[config.mk]
export PLATFORM = sky130hd
export DESIGN_NAME = bcd_scan_decoder_flat
export DESIGN_NICKNAME = d
export VERILOG_FILES = /design/src/rtl/bcd_scan_decoder_if.sv /design/src/rtl/bcd_scan_decoder.sv /design/src/flat_wrapper.sv
export SDC_FILE = /design/constraint.sdc
export NUM_CORES = 1
export LEC_CHECK = 0
export ABC_CLOCK_PERIOD_IN_PS = 1900
export CAP_MARGIN = 0
export CORE_MARGIN = 2
export CORE_UTILIZATION = 31
export DETAILED_ROUTE_END_ITERATION = 8
export HOLD_SLACK_MARGIN = 0.03
export SYNTH_ARGS = -nofsm -noshare
export SYNTH_HDL_FRONTEND = slang
export SYNTH_SLANG_ARGS = --single-unit
[constraint.sdc]
create_clock -name clk -period 1.9 [get_ports clk]
set_input_delay 0.38 -clock clk [delete_from_list [all_inputs] [get_ports clk]]
set_output_delay 0.38 -clock clk [all_outputs]
set_load 0.01 [all_outputs]
[src/rtl/bcd_scan_decoder_if.sv]
// Handshake bundle between a packed-word producer and the BCD scan decoder,
// plus the error-flag side channel exposed to the consumer.
interface bcd_scan_decoder_if #(
  parameter int DIGITS = 4,
  parameter int RADIX  = 10,
  parameter int DW     = 4,
  parameter int IW     = (DIGITS > 1) ? $clog2(DIGITS) : 1
);
  logic                 in_valid;
  logic                 in_ready;
  logic [DIGITS*DW-1:0] in_data;
  logic                 out_valid;
  logic                 out_ready;
  logic [RADIX-1:0]     out_onehot;
  logic [IW-1:0]        out_idx;
  logic                 out_err;
  logic                 out_last;
  logic                 err_sticky;
  logic                 err_clr;
  logic [7:0]           err_count;

  // Producer/sink side: drives words, ready and clear.
  modport master (
    output in_valid, in_data, out_ready, err_clr,
    input  in_ready, out_valid, out_onehot, out_idx, out_err, out_last,
           err_sticky, err_count
  );

  // Decoder side.
  modport slave (
    input  in_valid, in_data, out_ready, err_clr,
    output in_ready, out_valid, out_onehot, out_idx, out_err, out_last,
           err_sticky, err_count
  );
endinterface

[src/rtl/bcd_scan_decoder.sv]
// Sequential multi-digit BCD decoder: one accepted word is emitted one digit per
// beat, LSD first, as a one-hot vector with a per-digit error flag and error stats.
module bcd_scan_decoder #(
  parameter int DIGITS = 4,
  parameter int RADIX  = 10,
  parameter int DW     = 4,
  parameter int IW     = (DIGITS > 1) ? $clog2(DIGITS) : 1
) (
  input  logic                clk,
  input  logic                rst_n,
  bcd_scan_decoder_if.slave   bus
);

  typedef enum logic [0:0] {
    S_IDLE = 1'b0,
    S_SCAN = 1'b1
  } state_t;

  localparam logic [IW-1:0] LAST_IDX = IW'(DIGITS - 1);

  state_t               state_q, state_d;
  logic [IW-1:0]        idx_q, idx_d;
  logic [DIGITS*DW-1:0] word_q, word_d;
  logic                 err_sticky_q, err_sticky_d;
  logic [7:0]           err_count_q, err_count_d;

  logic [DW-1:0]        digit_s;
  logic [RADIX-1:0]     onehot_s;
  logic                 digit_err_s;
  logic                 last_s;
  logic                 out_valid_s;
  logic                 in_ready_s;
  logic                 out_beat_s;
  logic                 in_hs_s;
  logic                 error_beat_s;

  function automatic logic [RADIX-1:0] onehot_of(input logic [DW-1:0] v);
    logic [RADIX-1:0] r;
    r = '0;
    for (int d = 0; d < RADIX; d++) begin
      r[d] = (int'(v) == d);
    end
    return r;
  endfunction

  function automatic logic is_bad_digit(input logic [DW-1:0] v);
    return (int'(v) >= RADIX);
  endfunction

  // Decode of the presented digit and the handshake qualifiers.
  always_comb begin
    digit_s      = word_q[int'(idx_q)*DW +: DW];
    digit_err_s  = is_bad_digit(digit_s);
    onehot_s     = digit_err_s ? '0 : onehot_of(digit_s);
    last_s       = (idx_q == LAST_IDX);
    out_valid_s  = (state_q == S_SCAN);
    // out_ready feeds in_ready combinationally so back-to-back words never bubble.
    in_ready_s   = (state_q == S_IDLE) | (out_valid_s & last_s & bus.out_ready);
    out_beat_s   = out_valid_s & bus.out_ready;
    in_hs_s      = bus.in_valid & in_ready_s;
    error_beat_s = out_beat_s & digit_err_s;
  end

  // Next-state, digit index and word register update.
  always_comb begin
    state_d = state_q;
    idx_d   = idx_q;
    word_d  = word_q;
    case (state_q)
      S_IDLE: begin
        if (in_hs_s) begin
          word_d  = bus.in_data;
          idx_d   = '0;
          state_d = S_SCAN;
        end else begin
          state_d = S_IDLE;
        end
      end
      S_SCAN: begin
        if (out_beat_s) begin
          if (last_s) begin
            if (bus.in_valid) begin
              word_d  = bus.in_data;
              idx_d   = '0;
              state_d = S_SCAN;
            end else begin
              state_d = S_IDLE;
            end
          end else begin
            idx_d = idx_q + IW'(1);
          end
        end else begin
          state_d = S_SCAN;
        end
      end
      default: begin
        state_d = S_IDLE;
        idx_d   = '0;
      end
    endcase
  end

  // Sticky flag and saturating counter; a set in the clear cycle wins.
  always_comb begin
    err_sticky_d = error_beat_s | (err_sticky_q & ~bus.err_clr);
    if (bus.err_clr) begin
      err_count_d = error_beat_s ? 8'd1 : 8'd0;
    end else if (error_beat_s && (err_count_q != 8'd255)) begin
      err_count_d = err_count_q + 8'd1;
    end else begin
      err_count_d = err_count_q;
    end
  end

  // State registers with synchronous active-low reset.
  always_ff @(posedge clk) begin
    if (!rst_n) begin
      state_q      <= S_IDLE;
      idx_q        <= '0;
      word_q       <= '0;
      err_sticky_q <= 1'b0;
      err_count_q  <= 8'd0;
    end else begin
      state_q      <= state_d;
      idx_q        <= idx_d;
      word_q       <= word_d;
      err_sticky_q <= err_sticky_d;
      err_count_q  <= err_count_d;
    end
  end

  assign bus.in_ready   = in_ready_s;
  assign bus.out_valid  = out_valid_s;
  assign bus.out_onehot = onehot_s;
  assign bus.out_idx    = idx_q;
  assign bus.out_err    = digit_err_s;
  assign bus.out_last   = last_s;
  assign bus.err_sticky = err_sticky_q;
  assign bus.err_count  = err_count_q;

endmodule

[src/flat_wrapper.sv]
// flat-port wrapper written by rule: the top's interface ports become plain ports
module bcd_scan_decoder_flat 
#(
  parameter int DIGITS = 4,
  parameter int RADIX  = 10,
  parameter int DW     = 4,
  parameter int IW     = (DIGITS > 1) ? $clog2(DIGITS) : 1
)
  (clk, rst_n, bus_in_valid, bus_in_data, bus_out_ready, bus_err_clr, bus_in_ready, bus_out_valid, bus_out_onehot, bus_out_idx, bus_out_err, bus_out_last, bus_err_sticky, bus_err_count);
  bcd_scan_decoder_if #(.DIGITS(DIGITS), .RADIX(RADIX), .DW(DW), .IW(IW)) bus_i ();
  input  logic clk;
  input  logic rst_n;
  input wire logic [$bits(bus_i.in_valid)-1:0] bus_in_valid;
  input wire logic [$bits(bus_i.in_data)-1:0] bus_in_data;
  input wire logic [$bits(bus_i.out_ready)-1:0] bus_out_ready;
  input wire logic [$bits(bus_i.err_clr)-1:0] bus_err_clr;
  output wire logic [$bits(bus_i.in_ready)-1:0] bus_in_ready;
  output wire logic [$bits(bus_i.out_valid)-1:0] bus_out_valid;
  output wire logic [$bits(bus_i.out_onehot)-1:0] bus_out_onehot;
  output wire logic [$bits(bus_i.out_idx)-1:0] bus_out_idx;
  output wire logic [$bits(bus_i.out_err)-1:0] bus_out_err;
  output wire logic [$bits(bus_i.out_last)-1:0] bus_out_last;
  output wire logic [$bits(bus_i.err_sticky)-1:0] bus_err_sticky;
  output wire logic [$bits(bus_i.err_count)-1:0] bus_err_count;
  assign bus_i.in_valid = bus_in_valid;
  assign bus_i.in_data = bus_in_data;
  assign bus_i.out_ready = bus_out_ready;
  assign bus_i.err_clr = bus_err_clr;
  assign bus_in_ready = bus_i.in_ready;
  assign bus_out_valid = bus_i.out_valid;
  assign bus_out_onehot = bus_i.out_onehot;
  assign bus_out_idx = bus_i.out_idx;
  assign bus_out_err = bus_i.out_err;
  assign bus_out_last = bus_i.out_last;
  assign bus_err_sticky = bus_i.err_sticky;
  assign bus_err_count = bus_i.err_count;
  bcd_scan_decoder #(.DIGITS(DIGITS), .RADIX(RADIX), .DW(DW), .IW(IW)) u_core (.clk(clk), .rst_n(rst_n), .bus(bus_i));
endmodule
==> impl_metrics.env, run 1 <==
export IMPL_status="finished, violations left"
export IMPL_violations="setup timing"
export IMPL_ir_drop_mv=0.2716
export IMPL_final_cells=284
export IMPL_final_hold_viol_count=0
export IMPL_drv_max_cap_violation_count=0
export IMPL_power_density_nw_per_um2=596.0
export IMPL_synth_distinct_cells=41
export IMPL_hold_class="register to register"
export IMPL_coreArea_um2=4414
export IMPL_syn_avg_cell_area_um2=8.442
export IMPL_p_leak_nw=0.8423
export IMPL_slew_violations=0
export IMPL_cts_root_buffer="clkbuf_8"
export IMPL_vias_per_cell=4.792
export IMPL_combPwrFrac_pct=18.6
export IMPL_setup_violations=15
export IMPL_place_gp_congestion=0.7592
export IMPL_holdBufCountCts=0
export IMPL_rsz0062_at_grt="yes"
export IMPL_place_area_um2=2054
export IMPL_crit_arrival_ns=1.87
export IMPL_overflow=0
export IMPL_n_antenna_cell=0
export IMPL_synth_nets=193
export IMPL_io_pins=46
export IMPL_ys_ff_latch=28
export IMPL_cts_max_path_buffers=2
export IMPL_async_reset_ff_share_pct=0
export IMPL_drt_pre_antenna_iters=4
export IMPL_crit_type="register to output pin"
export IMPL_synthFlopType="dfxtp_1"
export IMPL_cpPeakStageDelay_ns=0.57
export IMPL_critPathLaunch="u_core.bus.out_idx[0]"
export IMPL_p_int_mw=1.036
export IMPL_grt_pass1_wl_um=5934
export IMPL_worstHoldStart="u_core.word_q[6]"
export IMPL_fmax_mhz=445.2
export IMPL_drt_iter0_drc=51
export IMPL_power_mw=1.357
export IMPL_p_seq_share_pct=46.2
export IMPL_cts_buffers=3
export IMPL_endpoint_kind="output pin"
export IMPL_r2r_start="u_core.bus.out_idx[0]"
export IMPL_ys_seq_area_share_pct=39.06
export IMPL_finalCriticalPeriod_ns=2.246
export IMPL_synth_area_um2=1435
export IMPL_synth_edff_count=0
export IMPL_drcViolationCount=0
export IMPL_dpl_cell_count=274
export IMPL_worstMarginPinSlew_ns=0.6122
export IMPL_cts_tree="yes"
export IMPL_fp_dieH_um=72.04
export IMPL_netSwitchingPower_uw=321.0
export IMPL_crit_chain="mux4_2 -> buf_6 -> or2_4 -> nor2_2 -> buf_2"
export IMPL_track_usage_pct=14.51
export IMPL_critPathLaunchType="register"
export IMPL_slew_headroom_pct=59.03
export IMPL_clkPwrFrac_pct=35.2
export IMPL_cpMaxStageDelayCell="mux4_2"
export IMPL_holdWs_ns=0.4689
export IMPL_dieArea_um2=5190
export IMPL_antenna_found_initial=0
export IMPL_dp_hpwl_um=2543
export IMPL_yosys_warnings=0
export IMPL_first_global_vias=1280
export IMPL_wl_per_cell_um=12.95
export IMPL_vias=1361
export IMPL_fin_skew_ns=0.003872
export IMPL_swShare_pct=23.66
export IMPL_io_buffer_count=45
export IMPL_critical_path_required_ns=1.52
export IMPL_syn_inst=170
export IMPL_worst_slack_ns=-0.3461
export IMPL_core_rowCount=24
export IMPL_min_period_over_period_pct=118.2
export IMPL_clock_latency_ns=0.28
export IMPL_final_area_um2=2276
export IMPL_clock_sinks=28
export IMPL_start_util_pct=32.51
export IMPL_ant_nets=0
export IMPL_crit_fanout=6
export IMPL_htreeDepth=1
export IMPL_clk_pin_slew_worst_paths_ns=0.10
export IMPL_die_w_um=72.04
export IMPL_grt_max_degree=21
export IMPL_wirelength_um=3678
export IMPL_syn_to_final_growth_pct=58.59
export IMPL_drive_gt1_share_pct=28.45
export IMPL_nets=256
[layout make-up]
class	instances	area [µm²]
inverters	5	18.77
repair buffers	64	599.3
clock buffers	3	41.29
well taps	52	65.06
flip-flops and latches	28	565.5
fillers	443	2138
clock inverters	1	30.03
multi-input cells	131	955.9
[what timing repair did]
item | CTS | global route
pin swaps | 6 | 8
endpoints found under the hold margin | 0 | 0
gates resized for setup | 56 | 25
endpoints found under the setup margin | 29 | 32
setup buffers | 5 | 1
[cells in the final DEF (no fill, tap or decap), drive strengths merged, types with 2 or more instances in the layout]
master and instances:
or2 3, nand2b 6, o31ai 2, a21oi 7, o211ai 2, o21ai 4, a21boi 19, ha 2
nor2 12, nand2 40, dlygate4sd2 3, and2 2, nor3 2, buf 29, inv 5, clkbuf 3
dfxtp 28, nand3 4, nor2b 4, mux4 4, clkdlybuf4s50 31, or4 2
[cell families after synthesis]
group,Yosys count,synth area share [%]
AND/OR/NAND/NOR,82,26.77
adder cells (fa/ha/maj),2,1.743
multiplexers,5,7.236
flip-flops,28,39.06
buffers and inverters,11,3.400
AO/OA/AOI/OAI,42,21.80
[sequential cells by signal (all words and copies together) (netlist names)]
signal and flops:
u_core.bus.err_sticky 1, u_core.word_q 16, u_core.bus.out_valid 1, u_core.bus.err_count 8
u_core.bus.out_idx 2
[path summary, 6_finish.rpt]
path / to / slack [ns] / cells past startpoint
worst max-delay path: bus_out_onehot[0] / -0.35 / 5
worst min-delay path: u_core.word_q[6] / 0.47 / 2
worst max register to register: u_core.bus.err_count[4] / -0.07 / 8
worst min register to register: u_core.word_q[6] / 0.47 / 2
[critical path, delay by kind of cell, from the launching register on]
family | cells | cell delay (ns)
flops | 1 | 0.41
mux | 1 | 0.57
buf+inv | 2 | 0.27
simple gates | 2 | 0.34
[power by group through the flow]
stage | logic, mW | clock network, mW | registers, mW
after floorplan | 0.113 | 0 | 0.633
after global placement | 0.222 | 0 | 0.640
after detailed placement | 0.223 | 0 | 0.640
after CTS | 0.236 | 0.489 | 0.625
after global routing | 0.276 | 0.513 | 0.630
final | 0.253 | 0.477 | 0.626
[synthesized netlist by cell type, drive strengths merged, types with 2 or more instances]
| cell | instances | area, µm² |
|---|---|---|
| clkbuf | 5 | 18.77 |
| ha | 2 | 25.02 |
| o31ai | 2 | 15.01 |
| or2 | 3 | 18.77 |
| nand2b | 6 | 37.54 |
| o211ai | 2 | 28.78 |
| nand2 | 40 | 150.1 |
| nand3 | 4 | 20.02 |
| o21ai | 4 | 23.77 |
| or4 | 2 | 15.01 |
| nor3 | 2 | 10.01 |
| and2 | 2 | 12.51 |
| a21boi | 19 | 142.6 |
| nor2b | 4 | 25.02 |
| a21oi | 7 | 35.03 |
| inv | 5 | 18.77 |
| nor2 | 12 | 45.04 |
| dfxtp | 28 | 560.5 |
| mux4 | 4 | 93.84 |
[metrics by stage]
stage	utilization, %	worst slack [ns]	TNS (ns)
after detailed placement	46.54	-0.4093	-7.525
after global placement	46.54	-0.3882	-6.806
after CTS	49.23	-0.3331	-3.391
final	51.56	-0.3461	-3.374
after global routing	51.56	-0.4105	-4.475
after floorplan	-	0.01029	0
[per-layer routing]
metal | global-route usage (%) | routed length, µm | vias to the layer above
met5 | 0 | 0 | -
met4 | 5.660 | 65 | 0
met3 | 2.083 | 146 | 5
met2 | 23.25 | 1662 | 29
met1 | 19.81 | 1805 | 608
li1 | - | - | 719
Note: power is estimated with default switching activity, not from simulation.
==> run 2: changes to the inputs <==
--- a/config.mk
+++ b/config.mk
@@ -8,9 +8,10 @@
 export ABC_CLOCK_PERIOD_IN_PS = 1900
 export CAP_MARGIN = 0
 export CORE_MARGIN = 2
-export CORE_UTILIZATION = 31
+export CORE_UTILIZATION = 45
 export DETAILED_ROUTE_END_ITERATION = 8
 export HOLD_SLACK_MARGIN = 0.03
+export PLACE_DENSITY = 0.78
 export SYNTH_ARGS = -nofsm -noshare
 export SYNTH_HDL_FRONTEND = slang
 export SYNTH_SLANG_ARGS = --single-unit
==> run 2 against run 1 <==
The run still ends with setup timing left. Count of clock-buffer cells in the layout is 1 higher. First-iteration DRC count is 45% higher. Power is 14% lower. Register-to-register slack better by 0.13 ns. Global-route usage is 8.0 points higher. Critical path type unchanged. Fmax is 2.3% lower. Wire length is 6.2% higher.
==> impl_metrics.env, run 2 (same netlist as run 1, synthesis figures left out) <==
export IMPL_status="finished, violations left"
export IMPL_violations="setup timing"
export IMPL_cpMaxStageDelayCell="mux4_2"
export IMPL_slew_headroom_pct=79.84
export IMPL_worstMarginPinSlew_ns=0.3012
export IMPL_overflow=0
export IMPL_power_density_nw_per_um2=543.5
export IMPL_n_antenna_cell=0
export IMPL_final_hold_viol_count=0
export IMPL_htreeDepth=1
export IMPL_die_w_um=60.47
export IMPL_core_rowCount=20
export IMPL_post_place_ws_ns=-0.4321
export IMPL_drt_pre_antenna_iters=4
export IMPL_crit_type="register to output pin"
export IMPL_setup_violations=11
export IMPL_final_cell_mix="nand2_1 (39), clkdlybuf4s50_1 (32), dfxtp_1 (26)"
export IMPL_place_area_um2=2029
export IMPL_critPathLaunchType="register"
export IMPL_largest_register="u_core.word_q"
export IMPL_netSwitchingPower_uw=301.1
export IMPL_dieArea_um2=3657
export IMPL_grt_pass1_wl_um=6189
export IMPL_gr_usage_met2_pct=41.30
export IMPL_clk_pin_slew_worst_paths_ns=0.16
export IMPL_rr_worst_depth=6
export IMPL_finalCriticalPeriod_ns=2.298
export IMPL_final_area_um2=2146
export IMPL_critical_path_required_ns=1.52
export IMPL_rsz0062_at_grt="yes"
export IMPL_largest_register_ffs=16
export IMPL_cts_root_buffer="clkbuf_4"
export IMPL_io_pins=46
export IMPL_ir_drop_mv=0.3846
export IMPL_wl_per_cell_um=14.16
export IMPL_endpoint_kind="output pin"
export IMPL_syn_to_final_growth_pct=49.52
export IMPL_critPathBufInv=2
export IMPL_place_gp_congestion=0.8748
export IMPL_drv_max_cap_violation_count=0
export IMPL_min_to="u_core.word_q[1]"
export IMPL_grt_max_degree=21
export IMPL_track_usage_pct=22.51
export IMPL_r2r_slack_ns=0.06
export IMPL_holdBufCountCts=0
export IMPL_clock_latency_ns=0.33
export IMPL_fp_dieH_um=60.47
export IMPL_vias=1488
export IMPL_drcViolationCount=0
export IMPL_r2r_start="u_core.bus.out_idx[0]"
export IMPL_antenna_found_initial=0
export IMPL_wirelength_um=3907
export IMPL_drive_gt1_share_pct=25.43
export IMPL_coreArea_um2=3053
export IMPL_worstHoldStart="u_core.word_q[1]"
export IMPL_min_period_over_period_pct=120.9
export IMPL_swShare_pct=25.81
export IMPL_fin_skew_ns=0.01475
export IMPL_clkPwrFrac_pct=24.9
export IMPL_hold_class="register to register"
export IMPL_dp_hpwl_um=2809
export IMPL_io_buffer_count=45
export IMPL_clock_sinks=28
export IMPL_grtUsageMet1_pct=26.99
export IMPL_vias_per_cell=5.391
export IMPL_r2r_end="u_core.bus.err_count[7]"
export IMPL_fmax_mhz=435.2
export IMPL_p_int_uw=865.2
export IMPL_final_common_cell="nand2_1"
export IMPL_p_seq_share_pct=53.5
export IMPL_cts_max_path_buffers=2
export IMPL_first_global_vias=1443
export IMPL_cts_buffers=3
export IMPL_p_leak_nw=0.8049
export IMPL_busiest_layer="met2"
export IMPL_combPwrFrac_pct=21.6
export IMPL_drt_iter0_drc=74
export IMPL_cts_tree="yes"
export IMPL_start_util_pct=47.01
export IMPL_worst_slack_ns=-0.3978
export IMPL_crit_chain="mux4_2 -> buf_6 -> or2_4 -> nor2_2 -> buf_2"
export IMPL_crit_arrival_ns=1.92
export IMPL_ant_nets=0
export IMPL_crit_family="multiplexers"
export IMPL_cpPeakStageDelay_ns=0.55
export IMPL_slew_violations=0
export IMPL_grt_use_met3_pct=3.198
export IMPL_worst_hold_path_num_cells=2
export IMPL_nets=256
export IMPL_fillers=250
export IMPL_crit_fanout=5
run 2: worst register-to-register path, cell delays in order, from the launching register on:
cell and delay (ns):
dfxtp_4 0.40, mux4_2 0.39, buf_4 0.16, o21ai_4 0.06, buf_4 0.14, or4_1 0.50, a21oi_1 0.15
run 2: stage by stage:
| step | TNS [ns] | total power [mW] | std cells | util [%] | hold slack (ns) |
|---|---|---|---|---|---|
| global placement | -5.344 | 0.8516 | 264 | 66.48 | 0.4413 |
| CTS | -3.655 | 1.156 | 273 | 69.10 | 0.4669 |
| finish | -3.865 | 1.166 | 276 | 70.29 | 0.4617 |
| global route | -4.764 | 1.223 | 276 | 70.29 | 0.4933 |
| detailed placement | -7.092 | 0.8622 | 264 | 66.48 | 0.4471 |
| floorplan | 0 | 0.7462 | 170 | - | 0.4303 |
run 2: how the worst max path moves through the flow:
stage	from	to	cells after the start	slack [ns]
after floorplan	u_core.bus.out_idx[0]	bus_out_onehot[0]	4	0.01
after global placement	u_core.bus.out_idx[0]	bus_out_onehot[2]	4	-0.39
after detailed placement	u_core.bus.out_idx[0]	bus_out_onehot[4]	4	-0.43
after CTS	u_core.bus.out_idx[0]	bus_out_err	5	-0.40
after global routing	u_core.bus.out_idx[0]	bus_out_onehot[1]	5	-0.48
final	u_core.bus.out_idx[0]	bus_out_onehot[8]	5	-0.40
run 2: final cells by class:
class	instances	area (µm²)	share of cell area (%)
inverters	5	18.77	0.8746
well taps	44	55.05	2.566
repair buffers	64	579.3	27.00
clock buffers	4	36.28	1.691
flip-flops and latches	28	568.0	26.47
multi-input cells	131	888.4	41.40
run 2: repair_timing:
| item | 4_1_cts | 5_1_grt |
|---|---|---|
| gates resized for setup | 59 | 8 |
| gates cloned | 0 | 0 |
| buffers inserted | 5 | 3 |
| pin swaps | 5 | 2 |
| endpoints found under the setup margin | 30 | 20 |
run 2: power groups by stage:
stage / combinational (mW) / clock (mW) / sequential, mW
2_1_floorplan: 0.113 / 0 / 0.633
3_3_place_gp: 0.214 / 0 / 0.638
3_5_place_dp: 0.224 / 0 / 0.638
4_1_cts: 0.237 / 0.296 / 0.624
5_1_grt: 0.273 / 0.324 / 0.627
6_report: 0.252 / 0.290 / 0.625
run 2: metal layers:
metal	up-vias	share of wire, %
met4	0	1.2
met5	-	0
li1	717	-
met3	6	4.4
met1	715	42
met2	50	53
